**src/rtl/zone_palette_painter_if.sv**
```systemverilog
// rtl/zone_palette_painter_if.sv - control and pixel bus between VGA timing, painter and DAC stage
interface zone_palette_painter_if #(
  parameter int COLOR_W = 24,
  parameter int IDX_W   = 2
);
  logic               swap_in;
  logic               mode_in;
  logic               frame_start_in;
  logic [9:0]         horizontal;
  logic [9:0]         vertical;
  logic [COLOR_W-1:0] color;
  logic [IDX_W-1:0]   load_idx;

  modport master (
    output swap_in, mode_in, frame_start_in, horizontal, vertical,
    input  color, load_idx
  );

  modport slave (
    input  swap_in, mode_in, frame_start_in, horizontal, vertical,
    output color, load_idx
  );
endinterface

```
**src/rtl/zone_palette_painter.sv**
```systemverilog
// rtl/zone_palette_painter.sv - grid-zoned palette painter with manual load and auto-rotate
module zone_palette_painter #(
  parameter int COLOR_W    = 24,
  parameter int NUM_ZONES  = 4,
  parameter int ZONE_COLS  = 2,
  parameter int H_ACTIVE   = 640,
  parameter int V_ACTIVE   = 480,
  parameter int COLOR_STEP = 1,
  parameter int ROT_FRAMES = 60
) (
  input  logic                    clk_in,
  input  logic                    reset_in,
  zone_palette_painter_if.slave   bus
);

  localparam int ZONE_ROWS = NUM_ZONES / ZONE_COLS;
  localparam int IDX_W     = (NUM_ZONES > 1) ? $clog2(NUM_ZONES) : 1;
  localparam int FRM_W     = (ROT_FRAMES > 1) ? $clog2(ROT_FRAMES) : 1;
  localparam int COL_PITCH = H_ACTIVE / ZONE_COLS;
  localparam int ROW_PITCH = V_ACTIVE / ZONE_ROWS;

  localparam logic [IDX_W-1:0] IDX_LAST = IDX_W'(NUM_ZONES - 1);
  localparam logic [FRM_W-1:0] FRM_LAST = FRM_W'(ROT_FRAMES - 1);

  logic [COLOR_W-1:0] gen_q, gen_d;
  logic               swap_s1_q, swap_s2_q, swap_s3_q;
  logic [COLOR_W-1:0] pal_q [NUM_ZONES];
  logic [COLOR_W-1:0] pal_d [NUM_ZONES];
  logic [IDX_W-1:0]   idx_q, idx_d;
  logic [FRM_W-1:0]   frm_q, frm_d;
  logic [COLOR_W-1:0] color_q, color_d;

  logic               swap_pulse;
  logic [31:0]        col_cnt;
  logic [31:0]        row_cnt;
  logic [IDX_W-1:0]   zone;
  logic               in_active;

  // The swap button is asynchronous: two flops resynchronise it, the third marks the rising edge.
  assign swap_pulse = swap_s2_q & ~swap_s3_q;

  // Free-running colour generator, wraps naturally at 2^COLOR_W.
  assign gen_d = gen_q + COLOR_W'(COLOR_STEP);

  // Palette, load pointer and frame counter next state; manual writes and rotations are mutually exclusive by mode.
  always_comb begin
    pal_d = pal_q;
    idx_d = idx_q;
    frm_d = frm_q;
    if (!bus.mode_in) begin
      frm_d = '0;
      if (swap_pulse) begin
        pal_d[idx_q] = gen_q;
        idx_d        = (idx_q == IDX_LAST) ? '0 : idx_q + 1'b1;
      end
    end else if (bus.frame_start_in) begin
      if (frm_q == FRM_LAST) begin
        frm_d = '0;
        for (int i = 0; i < NUM_ZONES; i++) begin
          pal_d[i] = pal_q[(i + 1) % NUM_ZONES];
        end
      end else begin
        frm_d = frm_q + 1'b1;
      end
    end
  end

  // Zone decode by counting crossed boundaries, so no divider is needed.
  always_comb begin
    col_cnt = '0;
    row_cnt = '0;
    for (int k = 1; k < ZONE_COLS; k++) begin
      if ({22'd0, bus.horizontal} >= 32'(k * COL_PITCH)) begin
        col_cnt = col_cnt + 32'd1;
      end
    end
    for (int k = 1; k < ZONE_ROWS; k++) begin
      if ({22'd0, bus.vertical} >= 32'(k * ROW_PITCH)) begin
        row_cnt = row_cnt + 32'd1;
      end
    end
  end

  assign zone      = IDX_W'(row_cnt * 32'(ZONE_COLS) + col_cnt);
  assign in_active = ({22'd0, bus.horizontal} < 32'(H_ACTIVE)) &&
                     ({22'd0, bus.vertical}   < 32'(V_ACTIVE));

  // Output colour reads the current palette, so a same-edge write shows up one pixel later.
  assign color_d = in_active ? pal_q[zone] : '0;

  // Swap synchroniser and edge-detect flops.
  always_ff @(posedge clk_in or negedge reset_in) begin
    if (!reset_in) begin
      swap_s1_q <= 1'b0;
      swap_s2_q <= 1'b0;
      swap_s3_q <= 1'b0;
    end else begin
      swap_s1_q <= bus.swap_in;
      swap_s2_q <= swap_s1_q;
      swap_s3_q <= swap_s2_q;
    end
  end

  // Generator, palette, pointers and registered pixel output.
  always_ff @(posedge clk_in or negedge reset_in) begin
    if (!reset_in) begin
      gen_q   <= '0;
      idx_q   <= '0;
      frm_q   <= '0;
      color_q <= '0;
      for (int i = 0; i < NUM_ZONES; i++) begin
        pal_q[i] <= '0;
      end
    end else begin
      gen_q   <= gen_d;
      idx_q   <= idx_d;
      frm_q   <= frm_d;
      color_q <= color_d;
      for (int i = 0; i < NUM_ZONES; i++) begin
        pal_q[i] <= pal_d[i];
      end
    end
  end

  assign bus.color    = color_q;
  assign bus.load_idx = idx_q;

endmodule

```
**src/flat_wrapper.sv**
```systemverilog
// flat-port wrapper written by rule: the top's interface ports become plain ports
module zone_palette_painter_flat 
#(
  parameter int COLOR_W    = 24,
  parameter int NUM_ZONES  = 4,
  parameter int ZONE_COLS  = 2,
  parameter int H_ACTIVE   = 640,
  parameter int V_ACTIVE   = 480,
  parameter int COLOR_STEP = 1,
  parameter int ROT_FRAMES = 60
)
  (clk_in, reset_in, bus_swap_in, bus_mode_in, bus_frame_start_in, bus_horizontal, bus_vertical, bus_color, bus_load_idx);
  zone_palette_painter_if #(.COLOR_W(COLOR_W), .IDX_W(2)) bus_i ();
  input  logic clk_in;
  input  logic reset_in;
  input wire logic [$bits(bus_i.swap_in)-1:0] bus_swap_in;
  input wire logic [$bits(bus_i.mode_in)-1:0] bus_mode_in;
  input wire logic [$bits(bus_i.frame_start_in)-1:0] bus_frame_start_in;
  input wire logic [$bits(bus_i.horizontal)-1:0] bus_horizontal;
  input wire logic [$bits(bus_i.vertical)-1:0] bus_vertical;
  output wire logic [$bits(bus_i.color)-1:0] bus_color;
  output wire logic [$bits(bus_i.load_idx)-1:0] bus_load_idx;
  assign bus_i.swap_in = bus_swap_in;
  assign bus_i.mode_in = bus_mode_in;
  assign bus_i.frame_start_in = bus_frame_start_in;
  assign bus_i.horizontal = bus_horizontal;
  assign bus_i.vertical = bus_vertical;
  assign bus_color = bus_i.color;
  assign bus_load_idx = bus_i.load_idx;
  zone_palette_painter #(.COLOR_W(COLOR_W), .NUM_ZONES(NUM_ZONES), .ZONE_COLS(ZONE_COLS), .H_ACTIVE(H_ACTIVE), .V_ACTIVE(V_ACTIVE), .COLOR_STEP(COLOR_STEP), .ROT_FRAMES(ROT_FRAMES)) u_core (.clk_in(clk_in), .reset_in(reset_in), .bus(bus_i));
endmodule
```
**config.mk**
```make
export PLATFORM = sky130hd
export DESIGN_NAME = zone_palette_painter_flat
export DESIGN_NICKNAME = d
export VERILOG_FILES = /design/src/rtl/zone_palette_painter_if.sv /design/src/rtl/zone_palette_painter.sv /design/src/flat_wrapper.sv
export SDC_FILE = /design/constraint.sdc
export NUM_CORES = 1
export LEC_CHECK = 0
export CAP_MARGIN = 5
export CELL_PAD_IN_SITES_DETAIL_PLACEMENT = 0
export CELL_PAD_IN_SITES_GLOBAL_PLACEMENT = 1
export CORE_AREA = 10 10 158 131
export DETAILED_ROUTE_END_ITERATION = 8
export DIE_AREA = 0 0 168 141
export PLACE_DENSITY = 0.83
export SLEW_MARGIN = 25
export SYNTH_ARGS = -nofsm -noshare
export SYNTH_HDL_FRONTEND = slang
export SYNTH_SLANG_ARGS = --single-unit
```
**constraint.sdc**
```tcl
create_clock -name clk_in -period 1.4 [get_ports clk_in]
set_input_delay 0.21 -clock clk_in [delete_from_list [all_inputs] [get_ports clk_in]]
set_output_delay 0.21 -clock clk_in [all_outputs]
set_load 0.05 [all_outputs]
```
=== Yosys cells after proc, flatten, opt, wreduce, memory -nomap -nowiden ===
Cells that the tools add are included.
Widths: inputs -> output; s select.

* Register bits: 155
* Input bits: 25
* Output and inout port bits: 26
* Logic and storage cells: 53

* $add $sub $neg: 4
* $lt $le $gt $ge: 7
* Equal/unequal tests: 4
* Muxes and demuxes: 17
* Bitwise logic cells: 5
* Reduce and logical (&&, ||, !) cells: 5

{| class="wikitable"
|+ Operators with widths
! cell !! number
|-
| $mux 96 || 4
|-
| $bwmux 96 || 1
|-
| $mux 24 || 4
|-
| $bmux 24 s2 || 1
|-
| $demux 24 s2 || 1
|-
| $add 24x1->24 const B || 1
|-
| $mux 6 || 3
|-
| $ge 10x8->1 const B || 1
|-
| $ge 10x9->1 const B || 1
|-
| $lt 10x10->1 const B || 1
|-
| $lt 10x9->1 const B || 1
|-
| $add 6x1->6 const B || 1
|-
| $eq 6x6->1 const B || 1
|-
| $ge 3x3->1 const B || 2
|-
| $not 2->3 || 2
|-
| $ne 2x1->1 const B || 2
|-
| $lt 3x1->1 const B || 1
|-
| $reduce_and 3->1 || 1
|-
| $add 2x1->2 || 1
|-
| $add 2x1->2 const B || 1
|-
| $eq 2x2->1 const B || 1
|-
| $logic_and 1x1->1 || 2
|-
| $mux 1 || 2
|-
| $mux 2 || 1
|-
| 4 further kinds || 5
|}

=== Logic depth before layout (Yosys ltp) ===
* Depth in word-level cells: 8
* Mapped depth: 7
* Depth with buffers taken out: 5

=== Worst setup path before layout ===
No wires, ideal clock.

* Path type: register -> register
* Start point: register u_core.idx_q[0] (netlist: u_core.bus.load_idx[0])
* End point: register u_core.pal_q[28] (netlist bit)
* Library setup time: 78 ps
* Arrival time: 1,818 ps
* Required time: 1,322 ps
* Slack: -495 ps
* Cell stages (with the launch flop): 8
* Path buffers: 2
* Clock period less this slack: 1,895 ps
* Cell sequence: dfrtp_1 -> inv_1 -> ha_1 -> clkbuf_1 -> nand2_1 -> clkbuf_1 -> o22ai_1 -> a21oi_1

* Word-level cells in the longest chain between the ends: 8

{| class="wikitable"
|+ RTL lines
! what !! RTL line !! text
|-
| start, declared || zone_palette_painter.sv:29 || <nowiki>logic [IDX_W-1:0] idx_q, idx_d;</nowiki>
|-
| start signal, assigned || zone_palette_painter.sv:116 || <nowiki>idx_q <= idx_d;</nowiki>
|-
| $not 2->3 (implied by the code) * || zone_palette_painter.sv:53 || <nowiki>pal_d[idx_q] = gen_q;</nowiki>
|-
| $ge 3x3->1 (implied by the code) / $lt 3x1->1 (equally long branches) || zone_palette_painter.sv:53 ||
|-
| $logic_and 1x1->1 (implied by the code) || zone_palette_painter.sv:53 ||
|-
| $mux 24 (implied by the code) || zone_palette_painter.sv:53 ||
|-
| $demux 24 s2 * || zone_palette_painter.sv:53 ||
|-
| $bwmux 96 * || zone_palette_painter.sv:53 ||
|-
| $mux 96 * || zone_palette_painter.sv:52 || <nowiki>if (swap_pulse) begin</nowiki>
|-
| $mux 96 * || zone_palette_painter.sv:50 || <nowiki>if (!bus.mode_in) begin</nowiki>
|-
| end signal, assigned by index || zone_palette_painter.sv:120 || <nowiki>pal_q[i] <= pal_d[i];</nowiki>
|-
| end, declared || zone_palette_painter.sv:27 || <nowiki>logic [COLOR_W-1:0] pal_q [NUM_ZONES];</nowiki>
|}

Every way passes the cells marked *; elsewhere a longest branch is shown, timed or not. The select of a mux whose other input is x is not followed.
A chain may end at the register's enable or synchronous reset.

=== Worst setup path after layout ===
* Start point: register u_core.frm_q[2]
* End point: register u_core.pal_q[7] (netlist bit)

* Word-level cells in the longest chain between the ends: 3

{| class="wikitable"
|+ RTL lines
! what !! RTL line !! text
|-
| start, declared || zone_palette_painter.sv:30 || <nowiki>logic [FRM_W-1:0] frm_q, frm_d;</nowiki>
|-
| start signal, assigned || zone_palette_painter.sv:117 || <nowiki>frm_q <= frm_d;</nowiki>
|-
| $eq 6x6->1 || zone_palette_painter.sv:57 || <nowiki>if (frm_q == FRM_LAST) begin</nowiki>
|-
| $ne 2x1->1 (no source line) || - ||
|-
| $reduce_and 3->1 (no source line) || - ||
|}

No other way between the ends.

==> run metrics <==
area of the multi-input gates 3960 um^2; Pre-Repair DR Iteration Count 6; ranking of synthesized cells by area sky130_fd_sc_hd__dfrtp_1, sky130_fd_sc_hd__a21oi_1, sky130_fd_sc_hd__o22ai_1; layout cells sized above 1 42.0%; Slew Limit Fails 0; Buffers & Inverters on Critical Path 3; least setup slack across all paths after layout -251 ps; leakage power figure 0.00500 uW; DRC violation count after routing 0; worst slew margin relative to its limit 70.4%; Slowest-stage cell, CP sky130_fd_sc_hd__dfrtp_1; XOR/XNOR Fraction of Synth Area 2.78%; top cell type by total area after synthesis sky130_fd_sc_hd__dfrtp_1; final-report hold violation count 0; Highest Clock Rate 0.606 GHz; initial drt markers 802; area share of and/or/nand/nor cells after synthesis 5.65%; outcome finished, violations left; number of violations of the max-capacitance limit 0; Finished Cell Area 11300 um^2; final setup skew 11.7 ps; proportion of synthesized flip-flops having asynchronous set or reset 100%; Die Area 23700 um^2; sort of element at the start of the critical path flop; global-route usage over all layers 18.1%; clock latency of the later-clocked register in the worst-skew pair 430 ps; Root Buffer Master sky130_fd_sc_hd__clkbuf_16; unique cell type count in the Yosys netlist 37; Avg Inst Size Synth 10.1 um^2; growth of design area from synthesis to finish 56.0%; fraction of the yosys area taken by sequential cells 53.6%; total clock sinks 155; remaining number of nets flagged by the antenna check after routing 0; total length of routed wires 26500 um; top-level port count 51; number of levels in the clock H-tree 4; standard-cell rows 44; final setup fails 105; Sequential Area 3880 um^2; synthesized net count 744; worst min path class primary input to flop; routed length per placed instance 24.7 um; maximum single-stage delay on the critical path 380 ps; fraction of the cycle the final worst path needs 118%; grt total ovfl 0; Final Net Count 859; power density over the cells 1650 nW/um^2; number of antenna violations at the first check in global routing 0; worst setup path category flop to flop; Req. time, crit path 1710 ps; routed via count divided by cell count 6.41; Buffers on Ports 40; most common library cells after synthesis sky130_fd_sc_hd__a21oi_1, sky130_fd_sc_hd__dfrtp_1, sky130_fd_sc_hd__o22ai_1; total negative setup slack -17670 ps; Core Region 17700 um^2; floorplan die height 141 um; family with the most delay on the worst path buffers and inverters; Synth Flop Type sky130_fd_sc_hd__dfrtp_1; share of synthesized cell area in full adder, half adder and majority cells 1.04%; x dimension of the die 168 um; Yosys top cell area share 53.6%; initial cell density of the core 40.9%; transition time at the pin with the least slew margin 444 ps; dominant combinational cell family by area after synthesis compound AO/OA/AOI/OAI gates; vias post-DR 6868; total clock buffers created by CTS 17; number of enable-type register cells in the synthesized netlist 0; wire length of the first global-routing pass 34900 um; Synth Register Bits 155; last weighted congestion value of the routability-driven placer 0.806; register-to-register setup slack -250 ps; via count of the first global-routing pass 6456; worst path arrival time 1960 ps; setup repair after global routing missed its margin yes; clock transition time at the flip-flop clock pins of the worst setup and hold paths 60 ps; gate count after technology mapping 713; violations in the final reports negative setup slack; most frequently used cell type in the post-synthesis netlist sky130_fd_sc_hd__a21oi_1; worst vdd ir 0.824 mV; number of warnings reported in the yosys synthesis log 0; compound-gate portion of the synthesized area 24.8%; minimum clock period 1650 ps; largest net degree at the start of global routing 45; multiplexer fraction of the synthesized cell area 6.78%; TritonCTS clock tree built; deepest clock path buffer count 2; standard cell area after detailed placement 8860 um^2; maximum fanout along the worst path 8; netlist area before placement 7240 um^2; DP HPWL 13300 um; ordered cell list for the critical path and4b_1 -> nand4_1 -> buf_6 -> clkbuf_16 -> buf_8 -> o22ai_1 -> a21oi_2; number of inserted diodes 0; sort of element at the end of the critical path flop; number of fill cells 1203
[kinds of logic after synthesis]
group                      count (synthesis)
buffers and inverters                     86
adders and majority gates                  6
and+or+nand+nor                           69
muxes                                     49
AOI/OAI and AO/OA                        325
DFF                                      155
xor gates and xnor gates                  23
[layer usage]
metal / GRT usage, % / vias to the layer above / wire length, um / part of all wire, %
met5: 0 / - / 0 / 0
met4: 6.31 / 0 / 991 / 3.7
met3: 4.61 / 96 / 2520 / 9.5
met2: 29.3 / 435 / 12900 / 49
met1: 23.1 / 3437 / 10100 / 38
li1: - / 2900 / - / -
[power by group]
part / leakage [uW] / total (uW) / switching (uW) / internal (uW)
Combinational: 0.00278 / 6020 / 3150 / 2870
Sequential: 0.00192 / 7840 / 1820 / 6020
Clock: 0.000296 / 4720 / 1890 / 2830
Total: 0.00500 / 18600 / 6860 / 11700
[path summary, 6_finish.rpt]
path                                   from          endpoint  cells after the start
setup reg to reg            u_core.frm_q[2]   u_core.pal_q[7]                      7
min in group asynchronous          reset_in  u_core.pal_q[89]                      2
hold / removal                  bus_swap_in  u_core.swap_s1_q                      1
hold reg to reg            u_core.swap_s1_q  u_core.swap_s2_q                      0
max in group asynchronous          reset_in  u_core.swap_s3_q                      3
setup / recovery            u_core.frm_q[2]   u_core.pal_q[7]                      7
[per-stage QoR]
step	utilization [%]	instances	hold WS (ps)	power, uW	worst slack (ps)
global placement	50.1	991	160	12200	-424
floorplan	-	713	-85.6	10300	-43.8
finish	63.9	1071	236	18600	-251
CTS	55.6	1038	231	17400	-180
detailed placement	50.1	991	164	12500	-478
global route	63.9	1071	230	19300	-296
[cells in the final DEF (no fill, tap or decap), drive strengths merged, types with 10 or more instances in the layout]
master / count
mux2i: 49
clkdlybuf4s50: 10
dfrtp: 155
a21oi: 196
xnor2: 15
nand3: 12
o22ai: 120
buf: 147
clkbuf: 35
nand2: 13
[sequential cells by signal, indices dropped and copies added, names as in the netlist]
register,cells
u_core.swap_s2_q,1
u_core.swap_s3_q,1
u_core.swap_s1_q,1
u_core.gen_q,24
u_core.bus.color,24
u_core.bus.load_idx,2
u_core.pal_q,96
u_core.frm_q,6
[cell type report]
cell class	count	area share (%)
multi-input cells	472	35.1
flip-flops and latches	155	34.4
repair buffers	177	22.5
clock buffers	19	3.92
well taps	230	2.55
clock inverters	13	1.33
inverters	5	0.166
[repair_timing]
item	in CTS	in global routing
hold buffers	1	0
pin swaps	8	28
resized for setup	36	170
gates cloned	4	19
setup endpoints to repair	105	122
setup buffers	10	14
endpoints found under the hold margin	34	0
Power figures use the tool's default switching activity.
